$ cat src/rtl/fx_pkg.sv
// Shared definitions for the QF fixed-point math blocks: default word
// geometry, saturation limits and the divider state encoding.
package fx_pkg;

    localparam int FX_W = 32;  // total word width, signed two's complement
    localparam int FX_F = 16;  // fractional bits, value = raw / 2^F

    // Largest positive and most negative representable QF words.
    localparam logic [FX_W-1:0] QF_MAX = {1'b0, {(FX_W-1){1'b1}}};
    localparam logic [FX_W-1:0] QF_MIN = {1'b1, {(FX_W-1){1'b0}}};

    typedef enum logic [2:0] {
        S_IDLE  = 3'd0,
        S_CHECK = 3'd1,
        S_ITER  = 3'd2,
        S_FIX   = 3'd3,
        S_DONE  = 3'd4
    } fx_div_st_t;

endpackage

$ cat src/rtl/fx_sat.sv
// Combinational signed saturation: turns an unsigned W+F-bit magnitude plus
// a sign into a W-bit QF word, clamping to QF_MAX / QF_MIN and flagging it.
module fx_sat
    import fx_pkg::*;
(
    input  logic [FX_W+FX_F-1:0] mag,
    input  logic                 neg,
    output logic [FX_W-1:0]      val,
    output logic                 ovf
);

    localparam int W = FX_W;
    localparam int F = FX_F;

    // Magnitude limits zero-extended to the width of the incoming magnitude.
    // A negative result may reach 2^(W-1) in magnitude, a positive one only
    // 2^(W-1)-1.
    localparam logic [W+F-1:0] POS_LIM = {{F{1'b0}}, QF_MAX};
    localparam logic [W+F-1:0] NEG_LIM = {{F{1'b0}}, QF_MIN};

    // Clamp against the signed range, otherwise apply the sign.
    always_comb begin
        val = {W{1'b0}};
        ovf = 1'b0;
        if (!neg && (mag > POS_LIM)) begin
            val = QF_MAX;
            ovf = 1'b1;
        end else if (neg && (mag > NEG_LIM)) begin
            val = QF_MIN;
            ovf = 1'b1;
        end else if (neg) begin
            // mag == 2^(W-1) wraps to QF_MIN, which is the exact answer.
            val = {W{1'b0}} - mag[W-1:0];
            ovf = 1'b0;
        end else begin
            val = mag[W-1:0];
            ovf = 1'b0;
        end
    end

endmodule

$ cat src/rtl/fx_div.sv
// Bit-serial signed QF divider (restoring long division, one quotient bit
// per clock). Operands are latched on an accepted start; results are held
// until the next accepted start and flagged by a one-cycle done pulse.
module fx_div
    import fx_pkg::*;
(
    input  logic                clk,
    input  logic                rst,
    input  logic                start_calc,
    input  logic [FX_W-1:0]     num_in,
    input  logic [FX_W-1:0]     den_in,
    output logic                done,
    output logic [FX_W-1:0]     quo_out,
    output logic                invalid,
    output logic                ovf
);

    localparam int W  = FX_W;
    localparam int F  = FX_F;
    localparam int CW = $clog2(W + F);
    localparam logic [CW-1:0] CNT_LAST = CW'(W + F - 1);

    fx_div_st_t      state_q, state_d;
    logic [W-1:0]    num_q, num_d;        // raw numerator as latched
    logic [W-1:0]    den_q, den_d;        // raw denominator as latched
    logic [W+F:0]    dvd_q, dvd_d;        // |num| << F
    logic [W:0]      dvs_q, dvs_d;        // |den|
    logic [W:0]      rem_q, rem_d;        // partial remainder
    logic [W+F-1:0]  quo_q, quo_d;        // unsigned quotient magnitude
    logic [CW-1:0]   cnt_q, cnt_d;        // dividend bit being brought down
    logic            neg_q, neg_d;
    logic            done_q, done_d;
    logic [W-1:0]    quo_out_q, quo_out_d;
    logic            invalid_q, invalid_d;
    logic            ovf_q, ovf_d;

    logic [W:0]      num_abs;
    logic [W:0]      den_abs;
    logic [W+1:0]    r_sh;                // (R << 1) | next dividend bit
    logic [W+1:0]    diff;                // shared subtractor, MSB is the borrow
    logic            ge;
    logic [W-1:0]    sat_val;
    logic            sat_ovf;

    // Magnitudes at W+1 bits so that -2^(W-1) is represented exactly.
    always_comb begin
        if (num_q[W-1]) begin
            num_abs = {(W+1){1'b0}} - {num_q[W-1], num_q};
        end else begin
            num_abs = {1'b0, num_q};
        end
        if (den_q[W-1]) begin
            den_abs = {(W+1){1'b0}} - {den_q[W-1], den_q};
        end else begin
            den_abs = {1'b0, den_q};
        end
    end

    // One restoring-division step: the single trial subtraction decides the
    // quotient bit. rem_q[W] is always zero, so no borrow means R' >= |den|.
    always_comb begin
        r_sh = {rem_q, dvd_q[cnt_q]};
        diff = r_sh - {1'b0, dvs_q};
        ge   = ~diff[W+1];
    end

    fx_sat u_sat (
        .mag (quo_q),
        .neg (neg_q),
        .val (sat_val),
        .ovf (sat_ovf)
    );

    // Next-state and next-register computation for the whole divider.
    always_comb begin
        state_d   = state_q;
        num_d     = num_q;
        den_d     = den_q;
        dvd_d     = dvd_q;
        dvs_d     = dvs_q;
        rem_d     = rem_q;
        quo_d     = quo_q;
        cnt_d     = cnt_q;
        neg_d     = neg_q;
        done_d    = 1'b0;
        quo_out_d = quo_out_q;
        invalid_d = invalid_q;
        ovf_d     = ovf_q;

        case (state_q)
            S_IDLE: begin
                if (start_calc) begin
                    num_d     = num_in;
                    den_d     = den_in;
                    quo_out_d = {W{1'b0}};
                    invalid_d = 1'b0;
                    ovf_d     = 1'b0;
                    state_d   = S_CHECK;
                end else begin
                    state_d   = S_IDLE;
                end
            end

            S_CHECK: begin
                if (den_q == {W{1'b0}}) begin
                    quo_out_d = {W{1'b0}};
                    invalid_d = 1'b1;
                    done_d    = 1'b1;
                    state_d   = S_DONE;
                end else begin
                    neg_d   = num_q[W-1] ^ den_q[W-1];
                    dvd_d   = {num_abs, {F{1'b0}}};
                    dvs_d   = den_abs;
                    rem_d   = {(W+1){1'b0}};
                    quo_d   = {(W+F){1'b0}};
                    cnt_d   = CNT_LAST;
                    state_d = S_ITER;
                end
            end

            S_ITER: begin
                if (ge) begin
                    rem_d = diff[W:0];
                end else begin
                    rem_d = r_sh[W:0];
                end
                quo_d = {quo_q[W+F-2:0], ge};
                if (cnt_q == {CW{1'b0}}) begin
                    state_d = S_FIX;
                end else begin
                    cnt_d   = cnt_q - {{(CW-1){1'b0}}, 1'b1};
                    state_d = S_ITER;
                end
            end

            S_FIX: begin
                quo_out_d = sat_val;
                ovf_d     = sat_ovf;
                done_d    = 1'b1;
                state_d   = S_DONE;
            end

            S_DONE: begin
                state_d = S_IDLE;
            end

            default: begin
                state_d = S_IDLE;
            end
        endcase
    end

    // State and datapath registers with synchronous reset; reset aborts any
    // operation in flight without a done pulse.
    always_ff @(posedge clk) begin
        if (rst) begin
            state_q   <= S_IDLE;
            num_q     <= {W{1'b0}};
            den_q     <= {W{1'b0}};
            dvd_q     <= {(W+F+1){1'b0}};
            dvs_q     <= {(W+1){1'b0}};
            rem_q     <= {(W+1){1'b0}};
            quo_q     <= {(W+F){1'b0}};
            cnt_q     <= {CW{1'b0}};
            neg_q     <= 1'b0;
            done_q    <= 1'b0;
            quo_out_q <= {W{1'b0}};
            invalid_q <= 1'b0;
            ovf_q     <= 1'b0;
        end else begin
            state_q   <= state_d;
            num_q     <= num_d;
            den_q     <= den_d;
            dvd_q     <= dvd_d;
            dvs_q     <= dvs_d;
            rem_q     <= rem_d;
            quo_q     <= quo_d;
            cnt_q     <= cnt_d;
            neg_q     <= neg_d;
            done_q    <= done_d;
            quo_out_q <= quo_out_d;
            invalid_q <= invalid_d;
            ovf_q     <= ovf_d;
        end
    end

    assign done    = done_q;
    assign quo_out = quo_out_q;
    assign invalid = invalid_q;
    assign ovf     = ovf_q;

endmodule

$ cat config.mk
export PLATFORM = sky130hd
export DESIGN_NAME = fx_div
export DESIGN_NICKNAME = d
export VERILOG_FILES = /design/src/rtl/fx_pkg.sv /design/src/rtl/fx_sat.sv /design/src/rtl/fx_div.sv
export SDC_FILE = /design/constraint.sdc
export NUM_CORES = 1
export LEC_CHECK = 0
export BUFFER_PORTS_ARGS = -buffer_cell sky130_fd_sc_hd__buf_4
export CORE_UTILIZATION = 61
export CTS_BUF_LIST = sky130_fd_sc_hd__clkbuf_16
export DETAILED_ROUTE_END_ITERATION = 10
export GPL_TIMING_DRIVEN = 0
export PLACE_DENSITY = 0.81
export SYNTH_ARGS = -nofsm -noshare
export SYNTH_HDL_FRONTEND = slang
export SYNTH_SLANG_ARGS = --single-unit
$ cat constraint.sdc
create_clock -name clk -period 5.35 [get_ports clk]
set_input_delay 0.2675 -clock clk [delete_from_list [all_inputs] [get_ports clk]]
set_output_delay 0.2675 -clock clk [all_outputs]
set_load 0.02 [all_outputs]
=== After elaboration in Yosys (flattened, before gate mapping) ===
Cells that the tools add are included.

* $lt $le $gt $ge: 3
* Multiplexer cells: 30
* Add/sub/neg operators: 5
* Bitwise gates (word level): 3
* Reduce and logical (&&, ||, !) cells: 17
* Eq/ne operators: 7

{| class="wikitable"
|+ Operators with widths
! cell !! number
|-
| 32-bit two-way mux || 5
|-
| 33-bit two-way mux || 4
|-
| 32-bit case mux with 3 select lines || 1
|-
| 48-bit case mux with 2 select lines || 1
|-
| 33-bit case mux with 2 select lines || 1
|-
| 1-bit by 32-bit subtractor with 33-bit output, first input constant || 2
|-
| 48-bit by 31-bit > comparator with 1-bit output, second input constant || 1
|-
| 48-bit by 32-bit > comparator with 1-bit output, second input constant || 1
|-
| 48-bit two-way mux || 1
|-
| 34-bit by 33-bit subtractor with 34-bit output || 1
|-
| 32-bit zero test || 1
|-
| 1-bit by 32-bit subtractor with 32-bit output, first input constant || 1
|-
| 6-bit two-way mux || 2
|-
| 3-bit case mux with 4 select lines || 1
|-
| 6-bit case mux with 2 select lines || 1
|-
| 3-bit AND reduction || 3
|-
| 1-bit two-way mux || 8
|-
| 2-bit != test, second input constant || 4
|-
| 2-bit AND reduction || 4
|-
| 6-bit by 7-bit < comparator with 1-bit output, second input constant || 1
|-
| 1-bit binary-select mux with 6-bit select || 1
|-
| 3-bit by 2-bit equality test with 1-bit output, second input constant || 2
|-
| 6-bit zero test || 1
|-
| 1-bit case mux with 2 select lines || 3
|-
| 10 further kinds || 14
|}

* Input port bits: 67
* Word-level logic and storage cells: 78
* Register bits: 256

=== Logic depth before layout (Yosys ltp) ===
Gate-level depths: netlist of run 1.

* Depth after elaboration: 5
* Gate-level depth with buffers: 17

=== By module ===
A second synthesis of run 1 with hierarchy kept.

* Cells, all modules: 1693
* Area total of the unflattened synthesis: 13870.8 um^2

{| class="wikitable"
|+ By module, submodules not included
! module !! cells an instance !! seq. area each (um^2) !! instances !! area each (um^2)
|-
| fx_div || 1512 || 5124.9 || 1 || 12562.0
|-
| fx_sat || 181 || 0.0 || 1 || 1308.8
|}

=== Worst setup path before layout of run 1 ===
OpenSTA, ideal clock, no wires.

* Kind: reg2reg
* From: reg cnt_q[0]
* To: reg rem_q[10]
* Setup time: 62 ps
* Arrival time: 4485 ps
* Cell stages (with the launch flop): 18
* Period minus slack after synthesis: 4547 ps
* Data required time: 5288 ps
* Buffers on the path: 3
* Setup slack: 803 ps
* Cell sequence: dfxtp_1 buf_1 mux4_2 mux4_2 a21oi_1 a31o_2 ha_1 nor2b_1 o31a_1 o31ai_1 o211a_1 o31a_1 o21ai_1 xnor2_1 clkbuf_1 clkbuf_1 nand3_1 nand3_1

* Longest elaborated chain between the ends: 5

{| class="wikitable"
|+ RTL lines
! what !! line !! source
|-
| from (decl) || fx_div.sv:30 || <nowiki>logic [CW-1:0] cnt_q, cnt_d;</nowiki>
|-
| from (signal assigned) || fx_div.sv:164 || <nowiki>cnt_q <= {CW{1'b0}};</nowiki>
|-
| from (signal assigned) || fx_div.sv:178 || <nowiki>cnt_q <= cnt_d;</nowiki>
|-
| 1-bit binary-select mux with 6-bit select || fx_div.sv:62 || <nowiki>r_sh = {rem_q, dvd_q[cnt_q]};</nowiki>
|-
| 1-bit two-way mux (not written as such) || fx_div.sv:62 ||
|-
| 34-bit by 33-bit subtractor with 34-bit output || fx_div.sv:63 || <nowiki>diff = r_sh - {1'b0, dvs_q};</nowiki>
|-
| 33-bit two-way mux || fx_div.sv:122 || <nowiki>if (ge) begin</nowiki>
|-
| 33-bit case mux with 2 select lines || fx_div.sv:90 || <nowiki>case (state_q)</nowiki>
|-
| to (signal assigned) || fx_div.sv:162 || <nowiki>rem_q <= {(W+1){1'b0}};</nowiki>
|-
| to (signal assigned) || fx_div.sv:176 || <nowiki>rem_q <= rem_d;</nowiki>
|-
| to (decl) || fx_div.sv:28 || <nowiki>logic [W:0] rem_q, rem_d;</nowiki>
|}

No other way between the ends. The select of a mux whose other input is x is not followed.
A chain may end at the register's enable or synchronous reset.

=== Final worst setup path of run 1 ===
* From: reg cnt_q[0]
* To: reg rem_q[31]

Same word-level chain as after synthesis.

==> impl_results.md, run 1 <==
- CP max stage cell: mux4_2
- MaxCap Viol Count: 0
- WL final: 36500 µm
- Share of cells above drive strength 1: 12.19%
- Worst path buffer plus inverter count: 2
- Slew headroom: 39.93%
- Reg2Reg Depth: 16
- Arr. time, crit path: 5580 ps
- Leak pwr: 6.387 nW
- IO Port Bufs: 101
- Residual DRC count: 0
- Commonest non-fill, non-tap cell in the layout: dfxtp_1
- Pin slew with the least headroom to its limit: 894.1 ps
- Syn nets: 1741
- RR Startpoint: cnt_q[0]$_SDFFE_PP0P_
- Post-synth ARST share: 0%
- Vias in the first global route: 12100
- Initial drt markers: 1035
- Largest net degree at the start of global routing: 14
- Synth Register Bits: 256
- RSZ-0062 raised after global routing: true
- DR pass1 iterations: 7
- Tmin final: 5098 ps
- Die area: 22590 µm²
- Hpwl dp: 25390 µm
- Syn avg cell area: 8.199 µm²
- CP Capture Point: rem_q[31]$_SDFFE_PP0P_
- Worst Skew: 19.08 ps
- H-tree depth: 1
- Placeable Area: 21290 µm²
- Crit path cell chain: buf_2, mux4_2, mux4_2, a21oi_1, a31o_2, ha_1, nor2b_1, o31a_1, o31ai_2, o211a_1, o31a_1, o21ai_1, xor2_1, clkbuf_1, o2111ai_1, nand2_1
- Clock Tree Root: clkbuf_16
- Setup violators final: 0
- Critical path class: reg -> reg
- Worst R2R Setup Slack: 250 ps
- Fin. max-slew vios: 0
- Required @ worst endpoint: 5830 ps
- Slowest stage delay, CP: 540 ps
- Vias/cell: 6.024
- Starting Density: 63.02%
- Number of inserted diodes: 0
- Die Span X: 150.3 µm
- DRT antenna net count: 0
- Crit-path max FO: 10
- All-Layer GR Usage: 32.43%
- Fmax: 196.2 MHz
- Post-layout power: 5.982 mW
- First-pass GRT wire length: 59510 µm
- Post-synth EDFFs: 0
- TritonCTS buffer count: 27
- Global route total overflow: 0
- Final worst setup slack: 251.9 ps
- Rows: 53
- Final Hold Viols: 0
- Worst R2R End: rem_q[31]$_SDFFE_PP0P_
- Max Root-Sink Buffers: 3
- Crit end category: flop
- Critical path origin: cnt_q[0]$_SDFFE_PP0P_
- Cell count after synthesis: 1636
- Vias: 12780
- Peak VDD IR: 0.2728 mV
- Worst Hold Class: in -> reg
- Global placer's final weighted congestion: 0.9542
- WL/cell: 17.21 µm
- Mapped Area: 13410 µm²
- Register area share after synthesis: 38.21%
- Io pins: 102
- Post-CTS setup buffers: 0
- CTS tree: done
- Die H: 150.3 µm
- Clock Sinks: 256
- Area delta synth->final: 19.17%
- Clock-pin slew on the worst setup and hold paths: 60 ps
- Final net count: 1931
- Commonest cells after routing, fill and taps aside: dfxtp_1 (256), nand2_1 (245), nor2_1 (149)
- Crit start category: flop
- Cell family with most CP delay: compound AO/OA/AOI/OAI gates
- Synth Warn #: 0
- FILL cells: 1516
- Unique masters post-synth: 74
- Period utilization: 95.29%
- Skew-Pair Late Insertion Delay: 540 ps
- Status: finished clean
- Worst slack, placed: -503.2 ps
- Main synth FF type: dfxtp_1
- Power density over the cells: 374.2 nW/µm²
- Cell depth of the worst setup path: 16
- Initial antenna violation count: 0
[stage by stage]
step           utilization (%)  area [µm²]  setup TNS, ps  cells  hold WS [ps]
2_1_floorplan                -       13410              0   1636         403.5
3_3_place_gp             68.19       14520          -9982   2012         435.9
3_5_place_dp             68.19       14520          -9608   2012         445.0
4_1_cts                  75.03       15970              0   2121         3.091
5_1_grt                  75.10       15990              0   2121         12.94
6_report                 75.10       15990              0   2121         19.55
[flip-flops by register name (all words and copies together), names as in the netlist]
register / count
cnt_q: 6
state_q: 3
rem_q: 33
quo_out: 32
dvd_q: 33
num_q: 32
neg_q: 1
dvs_q: 33
ovf: 1
quo_q: 48
invalid: 1
den_q: 32
done: 1
[cells by family after synthesis]
| family | synth area share [%] |
|---|---|
| buffers and inverters | 5.382 |
| and+or+nand+nor | 20.90 |
| xor gates and xnor gates | 7.639 |
| AOI/OAI and AO/OA | 22.22 |
| DFF | 38.21 |
| adders and majority gates | 3.600 |
| muxes | 2.052 |
[where the power goes]
part           switching [mW]  total [mW]  internal, mW
Clock                   0.761        1.81          1.05
Sequential              0.123        2.17          2.04
Combinational            1.25        2.00         0.752
[tightest hold or removal path, stage by stage]
cell	delay [ps]
buf_4	110
nand2_1	70
a21oi_1	60
[per-layer routing]
layer | GRT usage (%) | up-vias | wire length [µm] | part of all wire (%)
met2 | 53.64 | 517 | 16990 | 47
met4 | 10.25 | 0 | 1005 | 2.8
li1 | - | 6168 | - | -
met3 | 3.727 | 85 | 2516 | 6.9
met5 | 0 | - | 0 | 0
met1 | 44.08 | 6007 | 15990 | 44
[synth_stat cells (all sizes together) (5+ instances only)]
| master | number | area (µm²) |
|---|---|---|
| dfxtp | 256 | 5125 |
| nand2 | 245 | 919.6 |
| nor2 | 170 | 704.4 |
| a21oi | 134 | 670.6 |
| clkbuf | 91 | 349.1 |
| nand3 | 77 | 385.4 |
| xnor2 | 60 | 525.5 |
| xor2 | 57 | 499.2 |
| a22oi | 56 | 420.4 |
| a211oi | 54 | 405.4 |
| inv | 54 | 202.7 |
| o21ai | 54 | 270.3 |
| ha | 37 | 462.9 |
| a221oi | 25 | 344.1 |
| o31ai | 24 | 180.2 |
| buf | 22 | 160.2 |
| a21o | 18 | 136.4 |
| nor3 | 18 | 90.09 |
| nand2b | 15 | 93.84 |
| or4 | 14 | 112.6 |
| o41ai | 13 | 128.9 |
| or3 | 12 | 81.33 |
| nand4 | 11 | 68.82 |
| and3 | 10 | 62.56 |
| mux4 | 10 | 225.2 |
| nor4 | 9 | 56.30 |
| o21bai | 9 | 67.56 |
| o211ai | 8 | 60.06 |
| nor2b | 7 | 43.79 |
| or2 | 7 | 46.29 |
| nand3b | 6 | 45.04 |
| a32oi | 5 | 43.79 |
| and2 | 5 | 31.28 |
| mux2i | 5 | 50.05 |
| o21a | 5 | 45.04 |
[timing repair]
action | 4_1_cts | 5_1_grt
hold buffers | 60 | 0
hold endpoints to repair | 60 | 0
endpoints found under the setup margin | 29 | 20
resized for setup | 4 | 3
[worst min-delay path by stage]
stage	from	to	slack, ps	depth (start not counted)
finish	den_in[31]	den_q[31]$_SDFFE_PP0P_	20	3
global route	den_in[31]	den_q[31]$_SDFFE_PP0P_	10	3
CTS	den_in[15]	den_q[15]$_SDFFE_PP0P_	3	3
detailed placement	dvd_q[26]$_SDFFE_PP0P_	dvd_q[26]$_SDFFE_PP0P_	440	2
global placement	dvd_q[40]$_SDFFE_PP0P_	dvd_q[40]$_SDFFE_PP0P_	440	2
floorplan	num_in[12]	num_q[12]$_SDFFE_PP0P_	400	2
[area by class of cell]
cell class                      instances  area [µm²]  share of cell area [%]
Multi-Input combinational cell       1212        7585                   47.45
Clock buffer                           27       675.6                   4.227
Clock inverter                         22       170.2                   1.064
Sequential cell                       256        5125                   32.06
Buffer                                114       524.3                   3.280
Timing Repair Buffer                  161        1359                   8.500
Tap cell                              275       344.1                   2.152
Inverter                               54       202.7                   1.268
Power figures use the tool's default switching activity.
==> run 2, diff against run 1 <==
Settings changed: CORE_UTILIZATION 61 to 55, PLACE_DENSITY 0.81 to 0.74.
==> impl_results.md, run 2 (synthesis results as in run 1) <==
- Area delta synth->final: 20.44%
- Clock-pin slew on the worst setup and hold paths: 60 ps
- Multi-input gate area: 7585 µm²
- Post-CTS setup buffers: 0
- Psw: 2.126 mW
- MaxCap Viol Count: 0
- First-pass GRT wire length: 57700 µm
- Cell family with most CP delay: compound AO/OA/AOI/OAI gates
- WL final: 35700 µm
- Post-layout power: 6.068 mW
- Slew headroom: 40.77%
- Clock Tree Root: clkbuf_16
- Sequential Power Share: 35.7%
- Fmax: 197.9 MHz
- Worst path buffer plus inverter count: 3
- Largest net degree at the start of global routing: 15
- Max reg flops: 48
- Initial antenna violation count: 0
- Final net count: 1936
- Skew-Pair Late Insertion Delay: 550 ps
- Starting Density: 56.64%
- Fin util: 68.22%
- Global placer's final weighted congestion: 0.9048
- Critical path class: reg -> reg
- DP Cell Count: 2056
- Max Root-Sink Buffers: 3
- Final Hold Viols: 0
- CTS tree: done
- Worst Hold Class: in -> reg
- Die H: 158.2 µm
- Residual DRC count: 0
- Switching share of power: 35.04%
- Internal: 3.942 mW
- Clock power frac: 31.6%
- Io pins: 102
- Commonest non-fill, non-tap cell in the layout: dfxtp_1
- Crit path cell chain: clkbuf_1, mux4_2, mux4_2, a21oi_1, a31o_2, ha_1, nor2b_1, o31a_1, o31ai_2, o211a_1, o31a_1, o21ai_1, xnor2_2, clkbuf_2, clkbuf_2, nand3_1, nand3_1
- Peak VDD IR: 0.2285 mV
- CP max stage cell: mux4_2
- Power density over the cells: 375.6 nW/µm²
- All-Layer GR Usage: 28.77%
- Die area: 25020 µm²
- Initial drt markers: 895
- Number of inserted diodes: 0
- Rows: 56
- RSZ-0062 raised after global routing: false
- Vias in the first global route: 11410
- TritonCTS buffer count: 28
- DRT antenna net count: 0
- Largest Register: quo_q
- FF/Latch Area: 5125 µm²
- H-tree depth: 1
- Die Span X: 158.2 µm
- Vias/cell: 5.741
- Logic pwr share: 32.8%
- WL/cell: 16.45 µm
- Global route total overflow: 0
- Tmin final: 5054 ps
- Hpwl dp: 25290 µm
- Crit-path max FO: 10
- Worst Skew: 16.36 ps
- IO Port Bufs: 101
- Crit end category: flop
- FILL cells: 1976
- Placeable Area: 23680 µm²
- Final Non-Filler Cells: 2170
- Status: finished clean
- Arr. time, crit path: 5530 ps
- Fin. max-slew vios: 0
- Commonest cells after routing, fill and taps aside: dfxtp_1 (256), nand2_1 (245), nor2_1 (149)
- Vias: 12460
- Required @ worst endpoint: 5830 ps
- Clock Sinks: 256
- DR pass1 iterations: 5
- Slowest stage delay, CP: 490 ps
- Crit start category: flop
- Leak pwr: 6.439 nW
- Share of cells above drive strength 1: 12.59%
- Pin slew with the least headroom to its limit: 877.0 ps
- Setup violators final: 0
- Period utilization: 94.46%
==> run 2: changes by cell type in the layout (fill, tap and decap cells not counted), sizes merged <==
cell         change
bufinv           +1
buf              -1
clkbuf           +2
clkinvlp         +1
inv              -2
dlygate4sd3      +4
==> run 2: path summary, 6_finish.rpt <==
path / startpoint / to / slack (ps) / depth (start not counted)
worst min register to register: dvd_q[28]$_SDFFE_PP0P_ / dvd_q[28]$_SDFFE_PP0P_ / 450 / 2
worst min-delay path: start_calc / invalid$_SDFFE_PP0P_ / 80 / 4
worst max register to register: cnt_q[1]$_SDFFE_PP0P_ / rem_q[18]$_SDFFE_PP0P_ / 300 / 17
worst max-delay path: cnt_q[1]$_SDFFE_PP0P_ / rem_q[18]$_SDFFE_PP0P_ / 300 / 17
==> run 2: what timing repair did <==
| action | 4_1_cts | 5_1_grt |
|---|---|---|
| endpoints found under the hold margin | 64 | 0 |
| gates resized for setup | 4 | 7 |
| hold buffers | 64 | 0 |
| endpoints found under the setup margin | 30 | 22 |
==> run 2: per-layer routing <==
metal  track usage (%)  vias to the layer above  part of all wire [%]
li1                  -                     6198                     -
met1             40.40                     5816                    47
met2             46.72                      391                    45
met3             3.586                       54                   5.6
met4             6.868                        0                   1.9
met5                 0                        -                     0
==> run 2: final cells by class <==
class                           count  share of cell area (%)
Buffer                            114                   3.268
Clock buffer                       28                   4.337
Clock inverter                     22                   1.340
Inverter                           54                   1.255
Multi-Input combinational cell   1212                   46.95
Sequential cell                   256                   31.72
Tap cell                          319                   2.471
Timing Repair Buffer              165                   8.659
==> run 2: tightest hold or removal path, delay by kind of cell <==
family	cells	cell delay (ps)
buffers and inverters	1	100
AOI/OAI and AO/OA	1	60
and+or+nand+nor	2	150
==> run 2: power by group through the flow <==
stage	registers, mW	clock network [mW]	logic (mW)
2_1_floorplan	2.17	0	1.44
3_3_place_gp	2.19	0	1.86
3_5_place_dp	2.20	0	1.89
4_1_cts	2.16	1.94	1.95
5_1_grt	2.18	2.02	2.19
6_report	2.16	1.92	1.99
==> run 2: metrics by stage <==
step	setup TNS (ps)	worst slack [ps]	hold WS, ps	cell area (µm²)
after CTS	0	24.02	64.27	16140
after global placement	-8937	-452.1	436.6	14570
after global routing	0	22.60	88.99	16160
after floorplan	0	803.2	403.5	13410
final	0	296.3	80.38	16160
after detailed placement	-12400	-582.7	443.9	14570
==> run 3, diff against run 2 <==
Settings changed: BUFFER_PORTS_ARGS -buffer_cell sky130_fd_sc_hd__buf_4 to -buffer_cell sky130_fd_sc_hd__buf_2.
==> impl_results.md, run 3 (synthesis results as in run 1) <==
- Status: finished clean
- DRT antenna net count: 0
- Area delta synth->final: 18.87%
- Global route total overflow: 0
- Pin slew with the least headroom to its limit: 904.6 ps
- Rows: 56
- Required @ worst endpoint: 5780 ps
- Slew headroom: 38.91%
- Switching share of power: 35.10%
- Initial drt markers: 943
- Vias in the first global route: 11570
- Die area: 25020 µm²
- CP max stage cell: mux4_2
- DP Cell Count: 2056
- Die H: 158.2 µm
- Logic pwr share: 32.0%
- Worst Hold Class: in -> reg
- Commonest cells after routing, fill and taps aside: dfxtp_1 (256), nand2_1 (245), nor2_1 (149)
- Hpwl dp: 25180 µm
- CTS tree: done
- Skew-Pair Late Insertion Delay: 550 ps
- Crit-path max FO: 10
- Share of cells above drive strength 1: 12.74%
- Global placer's final weighted congestion: 0.9200
- Vias/cell: 5.779
- Vias: 12550
- Psw: 2.156 mW
- Crit end category: flop
- Crit path cell chain: buf_2, mux4_2, mux4_2, a21oi_1, a31o_2, ha_1, nor2b_1, o31a_1, o31ai_2, o211a_1, o31a_1, o21ai_1, xor2_1, buf_2, nand2_1, a32o_1
- WL final: 35590 µm
- Setup violators final: 0
- All-Layer GR Usage: 28.84%
- MaxCap Viol Count: 0
- IO Port Bufs: 101
- Clock power frac: 32.7%
- FILL cells: 1984
- Min-Delay Path Depth: 4
- Clock Sinks: 256
- Fmax: 195.6 MHz
- Sequential Power Share: 35.3%
- Critical path origin: cnt_q[0]$_SDFFE_PP0P_
- Crit start category: flop
- Fin. max-slew vios: 0
- Critical path class: reg -> reg
- DR pass1 iterations: 5
- Internal: 3.985 mW
- Post-layout power: 6.141 mW
- Slowest stage delay, CP: 560 ps
- Arr. time, crit path: 5550 ps
- Tmin final: 5113 ps
- RSZ-0062 raised after global routing: false
- Worst R2R End: rem_q[14]$_SDFFE_PP0P_
- Hold Startpoint: start_calc
- Worst R2R Setup Slack: 240 ps
- Largest Register: quo_q
- Fin util: 67.33%
- TritonCTS buffer count: 28
- Setup tns final: 0 ps
- Largest net degree at the start of global routing: 15
- WL/cell: 16.39 µm
- Post-DP Area: 14320 µm²
- Die Span X: 158.2 µm
- Leak pwr: 6.389 nW
- Number of inserted diodes: 0
- Initial antenna violation count: 0
- Power density over the cells: 385.1 nW/µm²
- H-tree depth: 1
- Placeable Area: 23680 µm²
- Hold-critical path endpoint: invalid$_SDFFE_PP0P_
- Starting Density: 56.64%
- Finished Cell Area: 15950 µm²
- Max Root-Sink Buffers: 3
- Peak VDD IR: 0.2824 mV
- RR Startpoint: cnt_q[0]$_SDFFE_PP0P_
- Commonest non-fill, non-tap cell in the layout: dfxtp_1
- Final worst setup slack: 236.6 ps
- Final net count: 1936
- Final Non-Filler Cells: 2171
- Max reg flops: 48
- Worst slack, placed: -569.6 ps
- Reg2Reg Depth: 16
- Clock-pin slew on the worst setup and hold paths: 60 ps
- Clock Tree Root: clkbuf_16
- First-pass GRT wire length: 58400 µm
- Worst Skew: 24.39 ps
- Residual DRC count: 0
- Period utilization: 95.58%
- Io pins: 102
- Final Hold Viols: 0
- Worst Hold Slack: 106.7 ps
[run 3: cell types whose count changed in the layout (fill, tap and decap cells not counted), sizes merged]
cell      change
clkbuf        -1
clkinvlp      +1
inv           -3
buf           +1
bufinv        +1
clkinv        +2
[run 3: cell type report]
type | count | area (µm²) | area share (%)
sequential | 256 | 5125 | 32.14
buffer | 114 | 525.5 | 3.296
clock buffer | 28 | 700.7 | 4.394
clock inverter | 23 | 261.5 | 1.640
multi-input combinational | 1212 | 7585 | 47.57
inverter | 54 | 202.7 | 1.271
timing repair buffer | 165 | 1146 | 7.188
tap | 319 | 399.1 | 2.503
[run 3: critical path: cells and delay by family (launching register included)]
family / cells / cell delay [ps]
compound gates: 8 / 2030
mux: 2 / 1040
buf+inv: 2 / 670
xor+xnor: 1 / 460
flops: 1 / 420
fa+ha+maj: 1 / 200
simple gates: 2 / 170
[run 3: timing repair]
| item | 4_1_cts | 5_1_grt |
|---|---|---|
| hold buffers | 64 | 0 |
| buffers inserted | 0 | 0 |
| endpoints found under the setup margin | 30 | 20 |
| endpoints found under the hold margin | 64 | 0 |
| pin swaps | 0 | 0 |
| resized for setup | 4 | 5 |
[run 3: metal layers]
metal	up-vias	GRT usage [%]	share of wire (%)
met2	465	47.20	45
met1	5832	40.40	46
li1	6191	-	-
met3	59	3.312	6.4
met5	-	0	0
met4	0	6.777	2.2
[run 3: worst max-delay path by stage]
stage          slack, ps                     end
2_1_floorplan        800  rem_q[10]$_SDFFE_PP0P_
3_3_place_gp        -450   rem_q[5]$_SDFFE_PP0P_
3_5_place_dp        -570  rem_q[18]$_SDFFE_PP0P_
4_1_cts               60  rem_q[11]$_SDFFE_PP0P_
5_1_grt               10  rem_q[21]$_SDFFE_PP0P_
6_report             240  rem_q[14]$_SDFFE_PP0P_
[run 3: power by group through the flow]
stage / registers [mW] / logic [mW] / clock network, mW
final: 2.16 / 1.97 / 2.01
after CTS: 2.16 / 1.93 / 2.03
after floorplan: 2.17 / 1.44 / 0
after global placement: 2.19 / 1.85 / 0
after detailed placement: 2.20 / 1.87 / 0
after global routing: 2.18 / 2.17 / 2.11
